### src/rtl/dlx_pkg.sv
// Shared DLX definitions: FP op codes, sequencer states
// and default execute latencies for the multi-cycle FP unit.
package dlx_pkg;

  localparam logic [4:0] OP_ADDF   = 5'b01111;
  localparam logic [4:0] OP_CVTF2I = 5'b11111;
  localparam logic [4:0] OP_CVTI2F = 5'b11110;

  localparam int LAT_ADD_DEF = 4;
  localparam int LAT_CVT_DEF = 2;

  typedef enum logic [1:0] {
    S_IDLE = 2'd0,
    S_BUSY = 2'd1,
    S_WB   = 2'd2
  } state_e;

  function automatic logic is_cvt(
    input logic [4:0] op
  );
    return (op == OP_CVTF2I) ||
           (op == OP_CVTI2F);
  endfunction

  function automatic logic op_known(
    input logic [4:0] op
  );
    return (op == OP_ADDF) || is_cvt(op);
  endfunction

endpackage

### src/rtl/fp_scoreboard.sv
// FP register pending mask: one set port, one clear
// port, three combinational lookups.
module fp_scoreboard (
  input  logic       clk,
  input  logic       reset_n,
  input  logic       set_en,
  input  logic [4:0] set_idx,
  input  logic       clr_en,
  input  logic [4:0] clr_idx,
  input  logic [4:0] rd1_idx,
  input  logic [4:0] rd2_idx,
  input  logic [4:0] wr_idx,
  output logic       rd1_pend,
  output logic       rd2_pend,
  output logic       wr_pend
);

  logic [31:0] pending;
  logic [31:0] set_mask;
  logic [31:0] clr_mask;

  assign set_mask = set_en ? (32'd1 << set_idx)
                           : 32'd0;
  assign clr_mask = clr_en ? (32'd1 << clr_idx)
                           : 32'd0;

  // set is applied after clear so it wins on a collision
  always_ff @(posedge clk) begin
    if (!reset_n) begin
      pending <= '0;
    end else begin
      pending <= (pending & ~clr_mask) | set_mask;
    end
  end

  assign rd1_pend = pending[rd1_idx];
  assign rd2_pend = pending[rd2_idx];
  assign wr_pend  = pending[wr_idx];

endmodule

### src/rtl/multicycle_seq.sv
// Issue sequencer for the shared, non-pipelined FP unit:
// hazard stall, launch, countdown and write-back strobe.
module multicycle_seq
  import dlx_pkg::*;
#(
  parameter int LAT_ADD = LAT_ADD_DEF,
  parameter int LAT_CVT = LAT_CVT_DEF
) (
  input  logic       clk,
  input  logic       reset_n,
  input  logic       issue_valid,
  input  logic [4:0] issue_op,
  input  logic [4:0] issue_dst,
  input  logic [4:0] issue_src1,
  input  logic [4:0] issue_src2,
  input  logic       fp_read,
  input  logic       fp_write,
  input  logic       kill,
  output logic       stall,
  output logic       unit_start,
  output logic [4:0] unit_op,
  output logic       wb_valid,
  output logic [4:0] wb_dst,
  output logic       busy,
  output logic       err_illegal
);

  state_e     state;
  state_e     state_nx;
  logic [7:0] cnt;
  logic [7:0] lat_sel;
  logic [4:0] dst_q;
  logic       in_busy;
  logic       in_wb;
  logic       hazard;
  logic       accept;
  logic       p1;
  logic       p2;
  logic       pd;

  fp_scoreboard u_sb (
    .clk      (clk),
    .reset_n  (reset_n),
    .set_en   (accept),
    .set_idx  (issue_dst),
    .clr_en   (in_wb),
    .clr_idx  (dst_q),
    .rd1_idx  (issue_src1),
    .rd2_idx  (issue_src2),
    .wr_idx   (issue_dst),
    .rd1_pend (p1),
    .rd2_pend (p2),
    .wr_pend  (pd)
  );

  assign in_busy = (state == S_BUSY);
  assign in_wb   = (state == S_WB);

  assign hazard = (fp_read & (p1 | p2)) |
                  (fp_write & pd);

  assign stall = ~kill &
                 (hazard | (issue_valid & in_busy));

  assign accept = issue_valid & ~kill &
                  ~stall & ~in_busy;

  always_comb begin
    lat_sel = 8'(LAT_ADD);
    unique case (1'b1)
      is_cvt(issue_op): lat_sel = 8'(LAT_CVT);
      default:          lat_sel = 8'(LAT_ADD);
    endcase
  end

  // <= 1 keeps a zero latency from wrapping the counter
  always_comb begin
    state_nx = state;
    unique case (state)
      S_IDLE: if (accept) state_nx = S_BUSY;
      S_BUSY: if (cnt <= 8'd1) state_nx = S_WB;
      S_WB:   state_nx = accept ? S_BUSY : S_IDLE;
      default: state_nx = S_IDLE;
    endcase
  end

  always_ff @(posedge clk) begin
    if (!reset_n) begin
      state       <= S_IDLE;
      cnt         <= '0;
      unit_op     <= '0;
      dst_q       <= '0;
      unit_start  <= 1'b0;
      err_illegal <= 1'b0;
    end else begin
      state       <= state_nx;
      unit_start  <= accept;
      err_illegal <= accept & ~op_known(issue_op);
      if (accept) begin
        unit_op <= issue_op;
        dst_q   <= issue_dst;
        cnt     <= lat_sel;
      end else if (in_busy) begin
        cnt <= cnt - 8'd1;
      end
    end
  end

  assign wb_valid = in_wb;
  assign wb_dst   = dst_q;
  assign busy     = (state != S_IDLE);

endmodule

### config.mk
export PLATFORM = sky130hd
export DESIGN_NAME = multicycle_seq
export DESIGN_NICKNAME = d
export VERILOG_FILES = /design/src/rtl/dlx_pkg.sv /design/src/rtl/fp_scoreboard.sv /design/src/rtl/multicycle_seq.sv
export SDC_FILE = /design/constraint.sdc
export NUM_CORES = 1
export LEC_CHECK = 0
export CORE_ASPECT_RATIO = 1.25
export CORE_MARGIN = 10
export CORE_UTILIZATION = 30
export DETAILED_ROUTE_END_ITERATION = 10
export GPL_ROUTABILITY_DRIVEN = 0
export PLACE_DENSITY_LB_ADDON = 0.08
export SLEW_MARGIN = 20
export SYNTH_ARGS = -nofsm -noshare
export SYNTH_HDL_FRONTEND = slang
export SYNTH_SLANG_ARGS = --single-unit
export TNS_END_PERCENT = 100
### constraint.sdc
create_clock -name clk -period 5.95 [get_ports clk]
set_input_delay 1.785 -clock clk [delete_from_list [all_inputs] [get_ports clk]]
set_output_delay 1.785 -clock clk [all_outputs]
set_load 0.01 [all_outputs]
## Word level (Yosys, flattened, before mapping)

Cells that the tools add are included.

- Bitwise gates (word level): 18
- Shift-type cells: 2
- Muxes and demuxes: 15
- Add/sub/neg operators: 1
- Reduce and logical (&&, ||, !) cells: 6
- $lt $le $gt $ge: 4
- Eq/ne operators: 7

Operators with widths:

| cell | count |
|---|---|
| 2-to-1 mux 32 bit | 2 |
| left shift 1 x 5 -> 32 bit (first input constant) | 2 |
| bitwise AND 32 bit | 1 |
| inverter 32 bit | 1 |
| bitwise OR 32 bit | 1 |
| less-than comparator 5 x 6 -> 1 bit (second input constant) | 3 |
| 2-to-1 mux 8 bit | 2 |
| binary-select mux 1 bit (select 5 bit) | 3 |
| equality test 5 bit (second input constant) | 2 |
| bitwise AND 1 bit | 8 |
| <= comparator 8 x 1 -> 1 bit (second input constant) | 1 |
| subtractor 8 x 1 -> 8 bit (second input constant) | 1 |
| case mux 2 bit (3 select lines) | 1 |
| equality test 5 x 4 -> 1 bit (second input constant) | 1 |
| 2-to-1 mux 1 bit | 4 |
| 2-to-1 mux 2 bit | 2 |
| inverter 1 bit | 4 |
| nonzero test 2 bit | 2 |
| 2-to-1 mux 3 bit | 1 |
| bitwise OR 1 bit | 3 |
| equality test 2 x 1 -> 1 bit (second input constant) | 1 |
| equality test 2 bit (second input constant) | 1 |
| zero test 2 bit | 1 |
| logical OR 1 bit | 2 |
| other kinds (3) | 3 |

- Input bits: 26
- Register bits after elaboration: 54
- Word-level logic and storage cells: 60

## Longest topological paths before layout

Gate-level depths: netlist of the first run.

- Depth after elaboration: 12
- Mapped depth: 11

## By module

From an unflattened synthesis of the first run, not the netlist that was laid out.

- Cells, all modules: 405
- Area total of the unflattened synthesis: 3299.4 µm²

By module, submodules not included:

| module | times used | cells each | area each (µm²) |
|---|---|---|---|
| fp_scoreboard | 1 | 292 | 2352.3 |
| multicycle_seq | 1 | 113 | 947.2 |

## Worst setup path before layout of the first run

Ideal clock, no wire load.

- Kind: in2out
- From: input port issue_dst[0]
- To: output port stall
- Path slack: 828 ps
- Buffers on the path: 1
- Arrival: 3337 ps
- Stages: 7
- Path through: buf_2 > mux4_2 > mux2_2 > and3_1 > o21ai_1 > a21boi_0 > a31oi_1

- Longest elaborated chain between the ends: 6

Ends and longest elaborated chain:

| element | line | text |
|---|---|---|
| from (decl) | multicycle_seq.sv:13 | `input logic [4:0] issue_dst,` |
| binary-select mux 1 bit (select 5 bit) | fp_scoreboard.sv:38 | `assign wr_pend = pending[wr_idx];` |
| 2-to-1 mux 1 bit (implied by the code) | fp_scoreboard.sv:38 |  |
| bitwise AND 1 bit | multicycle_seq.sv:60 | `(fp_write & pd);` |
| bitwise OR 1 bit | multicycle_seq.sv:59 | `assign hazard = (fp_read & (p1 \| p2)) \|` |
| bitwise OR 1 bit | multicycle_seq.sv:63 | `(hazard \| (issue_valid & in_busy));` |
| bitwise AND 1 bit | multicycle_seq.sv:62 | `assign stall = ~kill &` |
| to (decl) | multicycle_seq.sv:19 | `output logic stall,` |

No other way between the ends. The select of a mux whose other input is x is not followed.

## Worst setup path in the final report of the first run

- From: input port issue_dst[1]
- To: output port stall

Same word-level chain as after synthesis.

==> impl_metrics.csv, run 1 <==
group,metric,value,unit
drt,vias_per_cell,5.48,
synthesis,synth_warnings,0,
floorplanning,start_util,31.0,%
synthesis,async_reset_ff_share,0,%
power_and_ir_drop,finalPower,847,uW
sta,setup-violations-final,0,
sta,max_freq,174,MHz
drt,drtIter0Drc,173,
sta,slew_viol_final,0,
grt,grt_util_all_layers,13.8,%
placement,dp_hpwl,7960,um
run_status,run_status,"finished clean",
drt,num_vias,2894,
sta,final.min_clock_period,5.75,ns
cells_and_area,nNetsFinal,426,
floorplanning,rows,41,
synthesis,synth_compound_area_share,19.9,%
clocking,clk_pin_slew,0.06,ns
floorplanning,die-area,0.0151,mm2
grt,overflow,0,
floorplanning,io_pins,41,
placement,dpl_cell_area,0.00382,mm2
grt,grt_pass1_vias,2907,
synthesis,yosysSeqAreaShare,34.2,%
synthesis,syn_avg_cell_area,9.06,um2
clocking,cts_htree_levels,2,
power_and_ir_drop,ir_worst_vdd,0.201,mV
setup_path,max_stage_delay,0.46,ns
setup_path,worstPathCellList,"clkdlybuf4s50_1 > buf_4 > mux4_2 > mux2_2 > and3_1 > o21ai_1 > a21boi_0 > a31oi_1 > dlygate4sd2_1",
power_and_ir_drop,power_density,213,mW/mm2
setup_path,crit_type,"input pin to output port",
setup_path,setup.worst_path.start_class,"input pin",
synthesis,synthXorXnorAreaFrac,0,%
synthesis,synth-seq-cells,54,
drt,drc_errors,0,
clocking,postCtsSetupBuffers,0,
sta,holdWs,0.486,ns
floorplanning,fp.dieH,135,um
cells_and_area,area_growth,25.8,%
clocking,cts_made_buffers,5,
sta,max-slew-margin-rel,50.1,%
synthesis,synth-adder-area-share,0.791,%
cells_and_area,design_area,0.00398,mm2
power_and_ir_drop,leakage,0.00152,uW
grt,grt_pass1_wl,16800,um
floorplanning,core_area,0.0102,mm2
sta,rsz0062_at_grt,"false",
synthesis,synth_ff_type,"dfxtp_1",
sta,hold_viol,0,
floorplanning,die_x,112,um
synthesis,synth_nets,377,
drt,drt_first_pass_iters,4,
drt,antenna_left,0,
sta,tightest_slew,0.746,ns
job,drv_cap,0,
cells_and_area,final_core_util,39.0,%
cells_and_area,drive_above_1_share,15.5,%
synthesis,muxShareOfSynthArea,21.2,%
sta,finalSetupTns,0,ns
synthesis,synth_cell_types,47,
clocking,cts_root_buffer,"clkbuf_16",
clocking,insertion_delay,0.29,ns
cells_and_area,insertedDiodeCount,0,
drt,wl_per_cell,19.7,um
grt,antenna_found_initial,0,
setup_path,crit_slowest_cell,"clkdlybuf4s50_1",
setup_path,worstPathMaxFanout,8,
sta,skew,0.00687,ns
synthesis,synth_edf_count,0,
synthesis,synth-simple-area-share,19.8,%
placement,portBuffers,40,
cells_and_area,fillers,1057,
setup_path,cp.arrival,3.97,ns
grt,grt_max_degree,35,
drt,routed_wl,10400,um
synthesis,postSynthCellCount,349,
synthesis,syn_area,0.00316,mm2
sta,finalCritPeriodShare,96.7,%
clocking,cts_tree,"built",
clocking,clk_path_buf_depth,2,
setup_path,end_kind,"output port",
worst_hold_path,hold_path.class,"flop to flop",
setup_path,critical_path_required,4.16,ns
clocking,clock-sinks,54,
synthesis,synth_top_family_by_area,"multiplexers",
[synth_stat cells (4+ instances only)]
cell      number  area share (%)
a21oi_1       25             4.0
buf_2          9             1.4
clkbuf_1      15             1.8
dfxtp_1       54              34
inv_1          7            0.83
mux2_2         6             2.1
mux2i_1       22             7.0
mux4_2        17              12
nand2_1       23             2.7
nand2b_1       7             1.4
nand3_1       10             1.6
nor2_1        26             3.1
nor2b_1       11             2.2
nor3_1         4            0.63
o211a_1        4             1.3
o211ai_1      13             3.1
o21ai_0       30             4.7
or2_2          5            0.99
or3_1         13             2.6
or4_1          9             2.1
[critical path: cells and delay by family]
kind            cells  cell delay (ns)
mux                 2             0.57
buf+inv             3             0.94
compound gates      3             0.49
simple gates        1             0.17
[where the power goes]
part           total, uW  internal, uW  switching [uW]
registers            381           371            9.17
clock network        326           199             127
logic                140          67.3            73.1
total                847           638             209
[layout by cell type (no fill, tap or decap), types with 2 or more instances in the layout]
| cell | count |
|---|---|
| nor2_1 | 26 |
| nand4_1 | 2 |
| nor3_1 | 4 |
| mux2_2 | 6 |
| dfxtp_1 | 54 |
| o21a_1 | 2 |
| nand2_1 | 23 |
| mux2i_1 | 22 |
| clkbuf_1 | 2 |
| nand2b_1 | 7 |
| o2111ai_1 | 2 |
| buf_4 | 26 |
| dlygate4sd2_1 | 3 |
| or4_1 | 9 |
| a211oi_1 | 2 |
| o22a_1 | 2 |
| ha_1 | 2 |
| or3_1 | 13 |
| clkdlybuf4s50_1 | 37 |
| clkbuf_16 | 5 |
| nor2b_1 | 11 |
| and2_1 | 3 |
| o211ai_1 | 13 |
| a41o_1 | 3 |
| or2_2 | 5 |
| nand3_1 | 10 |
| o21ai_0 | 30 |
| and3_1 | 3 |
| o211a_1 | 4 |
| a21oi_1 | 25 |
| inv_1 | 7 |
| mux4_2 | 17 |
[cell type report]
class | instances | area [um2] | area share [%]
sequential | 54 | 1080 | 27.2
clock inverter | 1 | 30.0 | 0.755
clock buffer | 7 | 133 | 3.34
tap | 129 | 161 | 4.06
timing repair buffer | 66 | 592 | 14.9
inverter | 7 | 26.3 | 0.661
multi-input combinational | 264 | 1950 | 49.1
[metal layers]
layer | wire length (um) | vias up | global-route usage [%] | part of all wire, %
met2 | 5010 | 67 | 23.1 | 48
met3 | 478 | 12 | 3.28 | 4.6
met1 | 4690 | 1392 | 16.9 | 45
li1 | - | 1423 | - | -
met4 | 211 | 0 | 4.94 | 2.0
met5 | 0 | - | 0 | 0
[metrics by stage]
step                      instances  setup WS (ns)
after global routing            528         0.0491
final                           528          0.198
after floorplan                 349          0.828
after global placement          520        -0.0814
after detailed placement        520         -0.140
after CTS                       528          0.169
[flip-flops by register name, summed over array words and instances (netlist names)]
signal,count
u_sb.pending,32
cnt,8
unit_op,5
wb_dst,5
state,2
err_illegal,1
unit_start,1
[final timing paths]
path / end / startpoint / slack, ns / depth (start not counted)
setup / recovery: stall / issue_dst[1] / 0.20 / 9
hold / removal: cnt[7]$_SDFFE_PN0P_ / cnt[7]$_SDFFE_PN0P_ / 0.49 / 2
setup reg to reg: u_sb.pending[11]$_SDFF_PN0_ / u_sb.pending[15]$_SDFF_PN0_ / 3.02 / 9
hold reg to reg: cnt[7]$_SDFFE_PN0P_ / cnt[7]$_SDFFE_PN0P_ / 0.49 / 2
[timing repair]
item / in CTS / in global routing
hold buffers: 0 / 0
setup endpoints to repair: 1 / 0
gates resized for setup: 3 / 0
[cells by family after synthesis]
logic type | after synthesis
AND/OR/NAND/NOR | 120
AO/OA/AOI/OAI | 97
flip-flops | 54
multiplexers | 45
buffers and inverters | 31
adder cells (fa/ha/maj) | 2
Power figures use the tool's default switching activity.
==> run 2, diff against run 1 <==
--- a/config.mk
+++ b/config.mk
@@ -8,9 +8,9 @@
 export CORE_ASPECT_RATIO = 1.25
 export CORE_MARGIN = 10
 export CORE_UTILIZATION = 30
+export CTS_CLUSTER_SIZE = 14
 export DETAILED_ROUTE_END_ITERATION = 10
 export GPL_ROUTABILITY_DRIVEN = 0
-export PLACE_DENSITY_LB_ADDON = 0.08
 export SLEW_MARGIN = 20
 export SYNTH_ARGS = -nofsm -noshare
 export SYNTH_HDL_FRONTEND = slang
==> run 2 against run 1 <==
Total power is 0.74% lower. Maximum frequency about the same. Clock-buffer cell count did not move. Sequential power is essentially flat. Setup slack improved by 0.0036 ns. Largest power group unchanged.
==> impl_metrics.csv, run 2 (synthesis results as in run 1) <==
group,metric,value,unit
sta,rsz0062_at_grt,"false",
power_and_ir_drop,power_density,213,mW/mm2
power_and_ir_drop,leakage,0.00150,uW
floorplanning,die_x,112,um
floorplanning,start_util,31.0,%
drt,wl_met1,4090,um
floorplanning,fp.dieH,135,um
clocking,cts_resized,4,
grt,grt_util_all_layers,12.8,%
cells_and_area,area_growth,24.9,%
placement,dp_hpwl,7310,um
power_and_ir_drop,p_comb_share,16.4,%
drt,routed.top_layer,"met4",
drt,vias_per_cell,5.63,
drt,wl_per_cell,18.4,um
grt,grt_pass1_wl,15800,um
clocking,cts_root_buffer,"clkbuf_16",
clocking,postCtsSetupBuffers,0,
clocking,cts_htree_levels,2,
drt,wl_met2,4470,um
drt,routed_wl,9670,um
cells_and_area,top_register,"u_sb.pending",
setup_path,end_kind,"output port",
clocking,clock-sinks,54,
sta,setup-violations-final,0,
sta,hold_viol,0,
drt,drt_first_pass_iters,4,
sta,max_freq,174,MHz
cells_and_area,layout_commonest_cell,"dfxtp_1",
job,drv_cap,0,
grt,grt_max_degree,43,
clocking,insertion_delay,0.29,ns
clocking,cts_made_buffers,5,
drt,num_vias,2949,
floorplanning,core_area,0.0102,mm2
sta,max-slew-margin-rel,50.6,%
floorplanning,rows,41,
cells_and_area,layout_common_cells,"dfxtp_1, clkdlybuf4s50_1, o21ai_0",
drt,drtIter0Drc,189,
power_and_ir_drop,ir_worst_vdd,0.136,mV
cells_and_area,top_regs,"u_sb.pending: 32 flops, cnt: 8 flops",
run_status,run_status,"finished clean",
power_and_ir_drop,p_sw_share,24.4,%
sta,skew,0.00801,ns
power_and_ir_drop,p_int,636,uW
placement,dpl_cell_area,0.00379,mm2
placement,dp_slack,-0.226,ns
power_and_ir_drop,p_sw,205,uW
drt,antenna_left,0,
power_and_ir_drop,pwr-share-seq,45.3,%
grt,grt_pass1_vias,3046,
clocking,hold_buffers,0,
worst_hold_path,hold_path.class,"flop to flop",
power_and_ir_drop,finalPower,841,uW
clocking,clk_pin_slew,0.06,ns
grt,overflow,0,
sta,finalCritPeriodShare,96.6,%
setup_path,setup.worst_path.start_class,"input pin",
drt,met3_length,795,um
setup_path,critical_path_required,4.16,ns
floorplanning,io_pins,41,
sta,slew_viol_final,0,
drt,drc_errors,0,
sta,tightest_slew,0.738,ns
sta,setup_slack,0.202,ns
cells_and_area,final_core_util,38.7,%
cells_and_area,drive_above_1_share,14.9,%
cells_and_area,largest_register_ffs,32,
power_and_ir_drop,p_clk_share,38.3,%
sta,final.min_clock_period,5.75,ns
setup_path,crit_type,"input pin to output port",
grt,antenna_found_initial,0,
clocking,cts_tree,"built",
clocking,clk_path_buf_depth,2,
cells_and_area,design_area,0.00395,mm2
floorplanning,die-area,0.0151,mm2
placement,portBuffers,40,
setup_path,worstPathMaxFanout,9,
cells_and_area,nNetsFinal,422,
setup_path,cp.arrival,3.96,ns
cells_and_area,insertedDiodeCount,0,
run 2: cell count changes in the layout (fill, tap and decap cells not counted):
cell	before	now
o21ai_2	0	1
o21ai_1	1	0
buf_4	26	22
run 2: metrics by stage:
step                      instances  hold slack [ns]  TNS (ns)
final                           524            0.482         0
after detailed placement        516            0.480    -0.226
after global routing            524            0.521         0
after CTS                       524            0.489         0
after floorplan                 349            0.451         0
after global placement          516            0.466    -0.133
run 2: area by class of cell:
type / count / area (um2)
multi-input combinational: 264 / 1960
timing repair buffer: 62 / 562
clock buffer: 7 / 133
tap: 129 / 161
sequential: 54 / 1080
fill: 1032 / 6260
inverter: 7 / 26.3
clock inverter: 1 / 30.0
run 2: layer usage:
layer | track usage (%) | up-vias
li1 | - | 1403
met1 | 15.1 | 1419
met4 | 6.22 | 0
met3 | 3.68 | 21
met5 | 0 | -
met2 | 20.7 | 106
run 2: critical path, cell delays in order:
cell,delay [ns]
clkdlybuf4s50_1,0.45
buf_4,0.18
mux4_2,0.30
mux2_2,0.27
and3_1,0.19
o21ai_2,0.17
a21boi_0,0.21
a31oi_1,0.10
dlygate4sd2_1,0.30
run 2: power groups by stage:
stage / Clock (uW) / Combinational, uW / Sequential (uW)
global route: 344 / 152 / 382
CTS: 330 / 139 / 380
finish: 322 / 138 / 380
global placement: 0 / 137 / 388
floorplan: 0 / 77.2 / 388
detailed placement: 0 / 138 / 389
run 2: final timing paths:
kind,end,startpoint,slack (ns),cells after the start
max reg2reg,u_sb.pending[1]$_SDFF_PN0_,u_sb.pending[1]$_SDFF_PN0_,3.05,9
min,cnt[7]$_SDFFE_PN0P_,cnt[7]$_SDFFE_PN0P_,0.48,2
max,stall,issue_dst[1],0.20,9
min reg2reg,cnt[7]$_SDFFE_PN0P_,cnt[7]$_SDFFE_PN0P_,0.48,2
==> run 3, diff against run 2 <==
==> constraint.sdc (replaced) <==
create_clock -name clk -period 4.7 [get_ports clk]
set_input_delay 1.41 -clock clk [delete_from_list [all_inputs] [get_ports clk]]
set_output_delay 1.41 -clock clk [all_outputs]
set_load 0.01 [all_outputs]
==> run 3 against run 2 <==
Design area grew 2.7%. Via count is essentially flat. Setup slack lost 0.062 ns. Critical endpoint unchanged. Final cell count grew 2.3%. Critical path depth shrank 1.
==> impl_metrics.csv, run 3 (synthesis results as in run 1) <==
group,metric,value,unit
run_status,run_status,"finished clean",
sta,skew,0.00913,ns
sta,setup-violations-final,0,
clocking,clock-sinks,54,
grt,grt_pass1_wl,16100,um
clocking,clk_pin_slew,0.06,ns
drt,wl_per_cell,18.1,um
cells_and_area,layout_common_cells,"dfxtp_1, clkdlybuf4s50_1, o21ai_0",
sta,max_freq,219,MHz
power_and_ir_drop,p_comb_share,18.1,%
job,drv_cap,0,
grt,grt_util_all_layers,12.8,%
sta,tightest_slew,0.465,ns
placement,portBuffers,40,
sta,final.min_clock_period,4.56,ns
power_and_ir_drop,p_clk_share,34.9,%
cells_and_area,drive_above_1_share,19.4,%
placement,dp_hpwl,7430,um
power_and_ir_drop,power_density,253,mW/mm2
cells_and_area,largest_register_ffs,32,
cells_and_area,final_core_util,39.7,%
sta,hold_viol,0,
worst_hold_path,holdCritStartpoint,"cnt[6]$_SDFFE_PN0P_",
power_and_ir_drop,p_int,759,uW
cells_and_area,layout_commonest_cell,"dfxtp_1",
clocking,cts_tree,"built",
grt,grt_max_degree,43,
drt,routed_wl,9710,um
cells_and_area,top_register,"u_sb.pending",
power_and_ir_drop,p_sw,267,uW
sta,finalCritPeriodShare,97.0,%
grt,antenna_found_initial,0,
drt,vias_per_cell,5.50,
setup_path,worstReg2RegEnd,"u_sb.pending[3]$_SDFF_PN0_",
drt,drt_first_pass_iters,4,
drt,num_vias,2948,
setup_path,setup.worst_path.start_class,"input pin",
sta,slew_viol_final,0,
worst_hold_path,hold_path.class,"flop to flop",
grt,grt_pass1_vias,2944,
sta,finalSetupTns,0,ns
clocking,cts_htree_levels,2,
sta,max-slew-margin-rel,68.8,%
sta,rsz0062_at_grt,"false",
setup_path,end_kind,"output port",
setup_path,cp.arrival,3.15,ns
setup_path,critical_path_required,3.29,ns
drt,drtIter0Drc,149,
floorplanning,core_area,0.0102,mm2
floorplanning,die-area,0.0151,mm2
cells_and_area,insertedDiodeCount,0,
power_and_ir_drop,ir_worst_vdd,0.134,mV
setup_path,crit_type,"input pin to output port",
floorplanning,io_pins,41,
worst_hold_path,whs_path_depth,2,
cells_and_area,nNetsFinal,434,
power_and_ir_drop,p_sw_share,26.0,%
setup_path,worstPathMaxFanout,7,
clocking,clk_path_buf_depth,2,
clocking,cts_made_buffers,5,
drt,antenna_left,0,
power_and_ir_drop,finalPower,1030,uW
cells_and_area,top_regs,"u_sb.pending: 32 flops, cnt: 8 flops",
clocking,cts_root_buffer,"clkbuf_16",
floorplanning,die_x,112,um
power_and_ir_drop,pwr-share-seq,46.9,%
clocking,insertion_delay,0.29,ns
setup_path,r2r_start,"u_sb.pending[15]$_SDFF_PN0_",
worst_hold_path,hold_end,"cnt[6]$_SDFFE_PN0P_",
setup_path,reg2regPathDepth,9,
grt,overflow,0,
drt,drc_errors,0,
cells_and_area,area_growth,28.3,%
power_and_ir_drop,leakage,0.00158,uW
floorplanning,start_util,31.0,%
floorplanning,fp.dieH,135,um
setup_path,rrSetupSlack,1.82,ns
floorplanning,rows,41,
[run 3: worst max-delay path, cell delays in order]
cell and delay [ns]:
clkdlybuf4s50_1 0.47, buf_6 0.14, mux4_2 0.49, mux2i_1 0.16
nand3_1 0.09, o2111ai_1 0.13, a31oi_1 0.11, buf_2 0.15
[run 3: how the worst max path moves through the flow]
stage	cells after the start	startpoint	slack (ns)	end
floorplan	7	issue_dst[0]	0.33	stall
global placement	8	issue_dst[0]	-0.64	stall
detailed placement	8	issue_dst[0]	-0.69	stall
CTS	8	issue_dst[2]	0.02	stall
global route	8	issue_src2[0]	0.01	stall
finish	8	issue_src1[2]	0.14	stall
[run 3: per-stage QoR]
step | cell area (um2) | cells | hold slack, ns | setup slack, ns
after floorplan | 3160 | 349 | 0.451 | 0.328
after global placement | 3870 | 525 | 0.466 | -0.635
after detailed placement | 3870 | 525 | 0.478 | -0.693
after global routing | 4060 | 536 | 0.522 | 0.0109
after CTS | 4050 | 536 | 0.490 | 0.0172
final | 4060 | 536 | 0.485 | 0.140
[run 3: power by group through the flow]
stage | clock (uW) | combinational (uW) | sequential [uW]
floorplan | 0 | 97.7 | 491
global placement | 0 | 182 | 492
detailed placement | 0 | 183 | 492
CTS | 368 | 186 | 481
global route | 384 | 205 | 484
finish | 359 | 186 | 482
[run 3: repair_timing]
| action | in CTS | in global routing |
|---|---|---|
| pin swaps | 5 | 0 |
| gates resized for setup | 19 | 9 |
| hold buffers | 0 | 0 |
| buffers inserted | 3 | 0 |
| setup endpoints to repair | 1 | 1 |
[run 3: routing by layer]
layer | vias up | global-route usage, % | routed length [um]
met5 | - | 0 | 0
met4 | 0 | 3.15 | 127
met3 | 10 | 3.46 | 681
met2 | 80 | 21.5 | 4730
met1 | 1431 | 15.9 | 4180
li1 | 1427 | - | -
[run 3: layout make-up]
cell class / instances / area [um2]
Fill cell: 1033 / 6150
Multi-Input combinational cell: 264 / 1980
Sequential cell: 54 / 1080
Timing Repair Buffer: 74 / 666
Tap cell: 129 / 161
Clock buffer: 6 / 129
Inverter: 7 / 26.3
Clock inverter: 2 / 13.8
